File: src/rtl/alu_issue_stage_pkg.sv
// Shared ALU control codes, MIPS opcode/funct values and the issue-buffer occupancy states.
package alu_issue_stage_pkg;

  localparam logic [4:0] ALU_AND = 5'd0;
  localparam logic [4:0] ALU_OR  = 5'd1;
  localparam logic [4:0] ALU_ADD = 5'd2;
  localparam logic [4:0] ALU_SUB = 5'd6;

  localparam logic [5:0] OP_RTYPE = 6'h00;
  localparam logic [5:0] OP_BEQ   = 6'h04;
  localparam logic [5:0] OP_BNE   = 6'h05;
  localparam logic [5:0] OP_ADDI  = 6'h08;
  localparam logic [5:0] OP_ADDIU = 6'h09;
  localparam logic [5:0] OP_ANDI  = 6'h0C;
  localparam logic [5:0] OP_ORI   = 6'h0D;
  localparam logic [5:0] OP_LW    = 6'h23;
  localparam logic [5:0] OP_SW    = 6'h2B;

  localparam logic [5:0] FUNCT_ADD  = 6'h20;
  localparam logic [5:0] FUNCT_ADDU = 6'h21;
  localparam logic [5:0] FUNCT_SUB  = 6'h22;
  localparam logic [5:0] FUNCT_SUBU = 6'h23;
  localparam logic [5:0] FUNCT_AND  = 6'h24;
  localparam logic [5:0] FUNCT_OR   = 6'h25;

  typedef enum logic [1:0] {
    ST_EMPTY = 2'd0,
    ST_ONE   = 2'd1,
    ST_FULL  = 2'd2
  } count_state_e;

endpackage

File: src/rtl/alu_op_decode.sv
// Combinational opcode/funct/immediate decode into ALU control, operand-A select and operand B.
module alu_op_decode
  import alu_issue_stage_pkg::*;
#(
  parameter int DATA_W = 32
) (
  input  logic [5:0]        opcode,
  input  logic [5:0]        funct,
  input  logic [DATA_W-1:0] rt_val,
  input  logic [15:0]       imm,
  output logic [4:0]        ctrl,
  output logic              a_sel,
  output logic [DATA_W-1:0] b_val,
  output logic              illegal
);

  logic [DATA_W-1:0] imm_sext;
  logic [DATA_W-1:0] imm_zext;

  assign imm_sext = {{(DATA_W-16){imm[15]}}, imm};
  assign imm_zext = {{(DATA_W-16){1'b0}}, imm};

  always_comb begin
    ctrl    = ALU_ADD;
    a_sel   = 1'b1;
    b_val   = rt_val;
    illegal = 1'b0;
    case (opcode)
      OP_RTYPE: begin
        case (funct)
          FUNCT_ADD, FUNCT_ADDU: ctrl = ALU_ADD;
          FUNCT_SUB, FUNCT_SUBU: ctrl = ALU_SUB;
          FUNCT_AND:             ctrl = ALU_AND;
          FUNCT_OR:              ctrl = ALU_OR;
          default:               illegal = 1'b1;
        endcase
      end
      OP_ADDI, OP_ADDIU, OP_LW, OP_SW: b_val = imm_sext;
      OP_ANDI: begin
        ctrl  = ALU_AND;
        b_val = imm_zext;
      end
      OP_ORI: begin
        ctrl  = ALU_OR;
        b_val = imm_zext;
      end
      OP_BEQ, OP_BNE: ctrl = ALU_SUB;
      default:        illegal = 1'b1;
    endcase
    // Unsupported ops become a harmless 0+0 so EX never sees a stray code.
    if (illegal) begin
      ctrl  = ALU_ADD;
      a_sel = 1'b0;
      b_val = '0;
    end
  end

endmodule

File: src/rtl/alu_issue_stage.sv
// ALU issue stage: decodes ID ops at accept time and holds up to two in a skid buffer toward EX.
module alu_issue_stage
  import alu_issue_stage_pkg::*;
#(
  parameter int DATA_W = 32,
  parameter int DEST_W = 5
) (
  input  logic              clk,
  input  logic              rst_n,
  input  logic              flush,
  input  logic              in_valid,
  output logic              in_ready,
  input  logic [5:0]        in_opcode,
  input  logic [5:0]        in_funct,
  input  logic [DATA_W-1:0] in_rs_val,
  input  logic [DATA_W-1:0] in_rt_val,
  input  logic [15:0]       in_imm,
  input  logic [DEST_W-1:0] in_dest,
  output logic              out_valid,
  input  logic              out_ready,
  output logic [DATA_W-1:0] src_a,
  output logic [DATA_W-1:0] src_b,
  output logic [4:0]        sig_alu_control,
  output logic [DEST_W-1:0] out_dest,
  output logic              out_illegal
);

  typedef struct packed {
    logic [4:0]        ctrl;
    logic [DATA_W-1:0] a;
    logic [DATA_W-1:0] b;
    logic [DEST_W-1:0] dest;
    logic              illegal;
  } entry_t;

  localparam entry_t RESET_ENTRY = {ALU_ADD, {(2*DATA_W+DEST_W+1){1'b0}}};

  count_state_e count_reg, count_next;
  logic         in_ready_reg;
  logic         out_valid_reg;
  entry_t       slot_reg  [2];
  entry_t       slot_next [2];
  logic [1:0]   slot_we;
  entry_t       new_entry;

  logic              dec_a_sel;
  logic              dec_illegal;
  logic [4:0]        dec_ctrl;
  logic [DATA_W-1:0] dec_b;
  logic              push;
  logic              pop;

  alu_op_decode #(.DATA_W(DATA_W)) u_decode (
    .opcode  (in_opcode),
    .funct   (in_funct),
    .rt_val  (in_rt_val),
    .imm     (in_imm),
    .ctrl    (dec_ctrl),
    .a_sel   (dec_a_sel),
    .b_val   (dec_b),
    .illegal (dec_illegal)
  );

  assign push = in_valid & in_ready_reg;
  assign pop  = out_valid_reg & out_ready;

  always_comb begin
    new_entry.ctrl    = dec_ctrl;
    new_entry.a       = dec_a_sel ? in_rs_val : '0;
    new_entry.b       = dec_b;
    new_entry.dest    = in_dest;
    new_entry.illegal = dec_illegal;
  end

  // Slot 0 is the head driven to EX; slot 1 is the skid entry.
  always_comb begin
    count_next   = count_reg;
    slot_we      = 2'b00;
    slot_next[0] = new_entry;
    slot_next[1] = new_entry;
    if (flush) begin
      count_next = ST_EMPTY;
    end else begin
      case (count_reg)
        ST_EMPTY: begin
          if (push) begin
            count_next = ST_ONE;
            slot_we[0] = 1'b1;
          end
        end
        ST_ONE: begin
          if (push && pop) begin
            slot_we[0] = 1'b1;
          end else if (push) begin
            count_next = ST_FULL;
            slot_we[1] = 1'b1;
          end else if (pop) begin
            count_next = ST_EMPTY;
          end
        end
        ST_FULL: begin
          if (pop) begin
            count_next   = ST_ONE;
            slot_we[0]   = 1'b1;
            slot_next[0] = slot_reg[1];
          end
        end
        default: count_next = ST_EMPTY;
      endcase
    end
  end

  always_ff @(posedge clk or negedge rst_n) begin
    if (!rst_n) begin
      count_reg     <= ST_EMPTY;
      in_ready_reg  <= 1'b1;
      out_valid_reg <= 1'b0;
      for (int i = 0; i < 2; i++) slot_reg[i] <= RESET_ENTRY;
    end else begin
      count_reg     <= count_next;
      in_ready_reg  <= (count_next != ST_FULL);
      out_valid_reg <= (count_next != ST_EMPTY);
      for (int i = 0; i < 2; i++) begin
        if (slot_we[i]) slot_reg[i] <= slot_next[i];
      end
    end
  end

  no_push_when_full: assert property (@(posedge clk) disable iff (!rst_n)
    !(push && (count_reg == ST_FULL)));

  assign in_ready        = in_ready_reg;
  assign out_valid       = out_valid_reg;
  assign src_a           = slot_reg[0].a;
  assign src_b           = slot_reg[0].b;
  assign sig_alu_control = slot_reg[0].ctrl;
  assign out_dest        = slot_reg[0].dest;
  assign out_illegal     = slot_reg[0].illegal;

endmodule
File: config.mk
export PLATFORM = sky130hd
export DESIGN_NAME = alu_issue_stage
export DESIGN_NICKNAME = d
export VERILOG_FILES = /design/src/rtl/alu_issue_stage_pkg.sv /design/src/rtl/alu_op_decode.sv /design/src/rtl/alu_issue_stage.sv
export SDC_FILE = /design/constraint.sdc
export NUM_CORES = 1
export LEC_CHECK = 0
export CAP_MARGIN = 10
export CORE_UTILIZATION = 55
export CTS_BUF_LIST = sky130_fd_sc_hd__clkbuf_2 sky130_fd_sc_hd__clkbuf_4 sky130_fd_sc_hd__clkbuf_8
export DETAILED_ROUTE_END_ITERATION = 6
export PLACE_DENSITY = 0.88
export REMOVE_ABC_BUFFERS = 1
export SLEW_MARGIN = 10
export SYNTH_ARGS = -nofsm -noshare
export SYNTH_HDL_FRONTEND = slang
export SYNTH_SLANG_ARGS = --single-unit
File: constraint.sdc
create_clock -name clk -period 5.15 [get_ports clk]
set_clock_uncertainty 0.2 [all_clocks]
set_input_delay 1.03 -clock clk [delete_from_list [all_inputs] [get_ports clk]]
set_output_delay 1.03 -clock clk [all_outputs]
set_load 0.005 [all_outputs]
Yosys cells after proc, flatten, opt, wreduce, memory -nomap -nowiden

Cells that the tools add are included.

Flip-flop bits (word level): 154
Bits of input ports: 102
Output and inout port bits: 77

Equal/unequal tests: 17
Mux-type cells: 25
Bitwise logic cells: 2
Reductions and logical operators: 10

Operators by type and width:

| kind                 | count |
|---|---|
| $mux W75             | 3 |
| $mux W32             | 2 |
| $pmux W32 S2         | 1 |
| $eq A6 B6 Y1 const B | 8 |
| $eq A6 B4 Y1 const B | 4 |
| $pmux W5 S4          | 1 |
| $mux W2              | 7 |
| $eq A6 B3 Y1 const B | 2 |
| $pmux W3 S3          | 1 |
| $reduce_or A8 Y1     | 1 |
| $logic_not A6 Y1     | 1 |
| $mux W1              | 6 |
| $pmux W2 S3          | 1 |
| $reduce_or A2 Y1     | 3 |
| $reduce_or A6 Y1     | 1 |
| $mux W5              | 1 |
| $reduce_or A4 Y1     | 1 |
| $pmux W1 S3          | 1 |
| $and A1 B1 Y1        | 2 |
| $eq A2 B1 Y1 const B | 1 |
| $eq A2 B2 Y1 const B | 1 |
| $logic_not A2 Y1     | 1 |
| $ne A2 B2 Y1 const B | 1 |
| $pmux W1 S2          | 1 |
| other kinds (2)      | 2 |

Logic depth before layout (Yosys ltp)

Word-level depth: 8
Mapped depth: 9
Gate-level depth less buffers: 5

Hierarchy

A second synthesis with hierarchy kept.

Cell total of the unflattened synthesis: 838
Area, all modules: 7872.6 um2

By module, submodules not included:

| module          | instances | cells an instance | area an instance (um2) |
|---|---|---|---|
| alu_issue_stage | 1         | 722               | 7258.2 |
| alu_op_decode   | 1         | 116               | 614.3 |

Worst setup path after synthesis

No wires, ideal clock.

Path kind: input -> register
Start: input port in_opcode[5]
End: register slot_reg[39] (netlist bit)
Library setup time: 0.121 ns
Data arrival time: 2.578 ns
Data required time: 4.829 ns
Path slack: 2.251 ns
Stages: 9
Path buffers: 4
Cells stage by stage: or3_1 clkbuf_2 a211o_1 and2_4 buf_6 and2_1 buf_6 buf_6 a22o_1

Word-level cells in the longest chain between the ends: 4
Elaborated cells between the ends (all ways): 12
Those cells by class: eq/ne (8); mux (2); reduce/logical (2)

Ends and longest elaborated chain:

| element                              | line                   | text |
|---|---|---|
| start: declaration                   | alu_issue_stage.sv:13  | `input logic [5:0] in_opcode,` |
| $eq A6 B4 Y1 (tied with other cells) | alu_op_decode.sv:28    | `case (opcode)` |
| $reduce_or A8 Y1 (no source line)    | --                     |  |
| $pmux W1 S2 *                        | alu_op_decode.sv:28    |  |
| $mux W32 *                           | alu_issue_stage.sv:69  | `new_entry.a = dec_a_sel ? in_rs_val : '0;` |
| end signal: indexed assignment       | alu_issue_stage.sv:124 | `if (slot_we[i]) slot_reg[i] <= slot_next[i];` |
| end: declaration                     | alu_issue_stage.sv:41  | `entry_t slot_reg [2];` |

Every way passes the cells marked *; elsewhere a longest branch is shown, timed or not.
A chain may end at the register's enable or synchronous reset.

Worst setup path in the final report

Start: input port in_opcode[4]
End: register slot_reg[14] (netlist bit)

Word-level cells in the longest chain between the ends: 4
Elaborated cells between the ends (all ways): 15
Those cells by class: eq/ne (8); mux (3); reduce/logical (4)

Ends and longest elaborated chain:

| element                                                   | line                | text |
|---|---|---|
| $eq A6 B4 Y1 (tied with other cells)                      | alu_op_decode.sv:28 |  |
| $reduce_or A8 Y1 (no source line) (tied with other cells) | --                  |  |
| $pmux W1 S2 or $pmux W32 S2 (tied branches)               | alu_op_decode.sv:28 |  |
| $mux W32 *                                                | alu_op_decode.sv:51 | `if (illegal) begin` |

Marked as above.

==> flow_summary.rst <==
.. list-table::
   :header-rows: 1

   * - Metric
     - Value
   * - Insertion delay of the later-clocked pin in the worst-skew pair
     - 0.45 ns
   * - Bufs and invs on worst path
     - 1
   * - Maximum clock rate
     - 272 MHz
   * - X dimension of the die
     - 115 µm
   * - Total number of vias
     - 5850
   * - Number of DRC markers in iteration 0
     - 566
   * - Placeable Area
     - 12600 µm²
   * - # hold bufs at CTS
     - 0
   * - Sequential power share
     - 49.6%
   * - Count of port buffers added during placement
     - 176
   * - Data required time of the critical path
     - 5.28 ns
   * - Delay of the slowest cell on the worst path
     - 0.68 ns
   * - Max-Slew Margin vs Limit
     - 29.2%
   * - TritonCTS clock tree
     - done
   * - Sequential area share after synthesis
     - 53.1%
   * - Number of clock sinks
     - 150
   * - Internal portion of total power
     - 2.19 mW
   * - Post-CTS sizing
     - 0
   * - Power density over the cells
     - 347 nW/µm²
   * - Number of maximum-capacitance violations
     - 0
   * - Count of flip-flops with a built-in enable after synthesis
     - 0
   * - Launching point of the worst reg2reg path
     - out_valid
   * - Core Util, Final
     - 69.5%
   * - Final Hold Fails
     - 0
   * - Cell Area, Placed
     - 8370 µm²
   * - Min cycle time layout
     - 3.68 ns
   * - Synth cell count leaders
     - 147 x sky130_fd_sc_hd__dfrtp_1, 94 x sky130_fd_sc_hd__a21oi_1, 74 x sky130_fd_sc_hd__buf_4
   * - Kind of cell adding the most delay to the critical path
     - simple AND/OR/NAND/NOR gates
   * - Area overhead of the layout relative to synthesis
     - 23.3%
   * - Final Routed Wirelength
     - 18200 µm
   * - Avg WL per Cell
     - 18.6 µm
   * - Synth Warn #
     - 0
   * - Top area cells in the synthesized netlist
     - sky130_fd_sc_hd__dfrtp_1 52%, sky130_fd_sc_hd__buf_4 7.8%, sky130_fd_sc_hd__a21oi_1 6.6%, sky130_fd_sc_hd__a22o_1 4.0%, sky130_fd_sc_hd__nand2_1 3.3%
   * - Total die area
     - 13300 µm²
   * - Critical path class
     - in -> reg
   * - Final antenna diode count
     - 0
   * - Unique masters post-synth
     - 42
   * - Maximum vdd ir drop
     - 0.197 mV
   * - Pin count of the biggest net entering global routing
     - 122
   * - Routed vias/inst
     - 5.99
   * - Cell area after layout
     - 8730 µm²
   * - Number of failing setup endpoints in the final timing report
     - 0
   * - Number of nets with antenna violations after routing
     - 0
   * - Tcrit/Tclk final
     - 71.4%
   * - Via count of the first global-routing pass
     - 5793
   * - Worst Hold Class
     - reg -> reg
   * - Placed insts
     - 945
   * - Cell area after technology mapping
     - 7080 µm²
   * - RSZ-0062 raised after global routing
     - false
   * - Largest area contributor in the netlist
     - sky130_fd_sc_hd__dfrtp_1
   * - Initial core utilization
     - 56.3%
   * - DR DRC count
     - 0
   * - Final non-filler cell total
     - 977
   * - Startpoint type of the worst setup path
     - input pin
   * - Proportion of synthesized flip-flops having asynchronous set or reset
     - 100%
   * - Most frequently used cell type in the post-synthesis netlist
     - sky130_fd_sc_hd__dfrtp_1
   * - Total iterations of the first detailed-routing run
     - 6
   * - Depth of the worst register-to-register path
     - 5
   * - HPWL after detailed placement
     - 12000 µm
   * - Switching Fraction
     - 27.7%
   * - Run status
     - finished clean
   * - Leakage power
     - 3.84 nW
   * - Hold path startpoint
     - slot_reg[29]
   * - Maximum fanout encountered on the critical timing path
     - 38
   * - GP Congestion
     - 0.926
   * - Critical path depth
     - 6
   * - Top-Level Pins
     - 179
   * - Cells traversed along the worst timing path
     - clkdlybuf4s50_1 > or3_1 > o22ai_1 > and2_4 > nand2_1 > o21ai_0
   * - Slowest CP cell
     - sky130_fd_sc_hd__nand2_1
   * - Y dimension of the die
     - 115 µm
   * - Clock transition at the registers of the reported paths
     - 0.07 ns
   * - Area share of the leading cell type in the synthesized netlist
     - 52.0%
   * - Power share of the clock group
     - 27.4%
   * - Number of synthesized register bits
     - 150
   * - Number of CTS-inserted buffers
     - 17
   * - Number of placement rows
     - 41
   * - Clock tree root driver cell
     - sky130_fd_sc_hd__clkbuf_8
   * - Hold path cells
     - 2
   * - Net total in the final layout
     - 894
   * - Mapped Cells
     - 714
   * - CTS max path bufs
     - 2
   * - Number of levels the H-tree was split into
     - 4
   * - Data arrival time of the critical path
     - 3.81 ns
   * - Actual transition at the worst max-transition pin
     - 1.06 ns
   * - Fin. max-slew vios
     - 0
   * - Worst Hold Margin
     - 0.284 ns
   * - Number of flip-flops under the largest register name
     - 73
   * - Power dissipated by switching net loads
     - 0.841 mW
   * - Global-route wire length before repair
     - 28700 µm
   * - Worst Setup End Kind
     - register
   * - Worst reg2reg endpoint
     - src_b[22]
   * - Share of layout cells above drive strength 1
     - 6.96%
   * - Proportion of power drawn by combinational gates
     - 23.0%
   * - R2r setup slk
     - 2.50 ns
   * - Post-CTS setup-driven buffer insertion count
     - 0
   * - Number of antenna violations at the first check in global routing
     - 0
   * - Syn avg cell area
     - 9.91 µm²
   * - Global-route usage over all layers
     - 28.2%
   * - Worst Hold End
     - slot_reg[29]
   * - Total overflow reported by the global router
     - 0
   * - Main flop type after synthesis
     - sky130_fd_sc_hd__dfrtp_1
-- metrics by stage --
stage	setup slack, ns	TNS (ns)	power (mW)
4_1_cts	1.50	0	3.04
3_5_place_dp	1.03	0	2.22
5_1_grt	1.29	0	3.17
6_report	1.47	0	3.03
2_1_floorplan	-0.729	-34.44	1.76
3_3_place_gp	1.15	0	2.18
-- layout by cell type (no fill, tap or decap), types with 2 or more instances in the layout --
cell type	instances
sky130_fd_sc_hd__a211o_1	2
sky130_fd_sc_hd__a21o_1	2
sky130_fd_sc_hd__a21oi_1	94
sky130_fd_sc_hd__a22o_1	32
sky130_fd_sc_hd__a22oi_1	29
sky130_fd_sc_hd__and2_1	2
sky130_fd_sc_hd__buf_4	11
sky130_fd_sc_hd__clkbuf_4	6
sky130_fd_sc_hd__clkbuf_8	21
sky130_fd_sc_hd__clkdlybuf4s50_1	175
sky130_fd_sc_hd__clkinv_2	5
sky130_fd_sc_hd__conb_1	2
sky130_fd_sc_hd__dfrtp_1	147
sky130_fd_sc_hd__dfstp_2	3
sky130_fd_sc_hd__inv_1	5
sky130_fd_sc_hd__mux2i_1	20
sky130_fd_sc_hd__nand2_1	63
sky130_fd_sc_hd__nand3_1	38
sky130_fd_sc_hd__nor2_1	42
sky130_fd_sc_hd__nor2_2	2
sky130_fd_sc_hd__nor3b_1	3
sky130_fd_sc_hd__nor4b_1	3
sky130_fd_sc_hd__o21a_1	2
sky130_fd_sc_hd__o21ai_0	42
sky130_fd_sc_hd__o31ai_1	30
sky130_fd_sc_hd__or3_1	4
sky130_fd_sc_hd__or3b_1	2
-- power by group through the flow --
stage                     combinational, mW  sequential [mW]  clock, mW
after floorplan                       0.259             1.50          0
after global placement                0.669             1.51          0
after detailed placement              0.699             1.52          0
after CTS                             0.703             1.50      0.838
after global routing                  0.764             1.52      0.882
final                                 0.699             1.51      0.830
-- cell families (layout without fill, tap and decap cells) --
group                  after synthesis  count (layout)  synth area share, %
muxes                               20              20                 2.83
other                                1               2               0.0530
DFF                                150             150                 53.1
and+or+nand+nor                    168             168                 10.8
buffers and inverters              135             225                 11.7
AOI/OAI and AO/OA                  240             240                 21.6
-- layout make-up --
type,instances,area [µm²]
multi-input combinational,430,2520
sequential,150,3760
fill,929,3840
tap,172,215
timing repair buffer,188,1870
clock buffer,27,334
inverter,5,18.8
clock inverter,5,25.0
-- worst register-to-register path, cell delays in order, from the launching register on --
cell and delay (ns):
sky130_fd_sc_hd__dfrtp_1 0.43, sky130_fd_sc_hd__nand2_1 0.19, sky130_fd_sc_hd__or3_1 0.46, sky130_fd_sc_hd__nand3_1 0.58
sky130_fd_sc_hd__buf_4 0.41, sky130_fd_sc_hd__o31ai_1 0.29
-- how the worst max path moves through the flow --
stage,endpoint,from
CTS,slot_reg[7],in_opcode[4]
floorplan,out_dest[0],in_valid
detailed placement,slot_reg[16],in_opcode[4]
finish,slot_reg[14],in_opcode[4]
global placement,slot_reg[8],in_opcode[4]
global route,slot_reg[13],in_opcode[4]
-- per-layer routing --
metal	track usage [%]	wire length [µm]	vias up	share of wire [%]
li1	-	-	2617	-
met3	4.71	962	44	5.3
met5	0	0	-	0
met2	49.6	9680	275	53
met4	13.1	536	0	2.9
met1	34.0	7000	2914	39
Note: power is estimated with default switching activity, not from simulation.
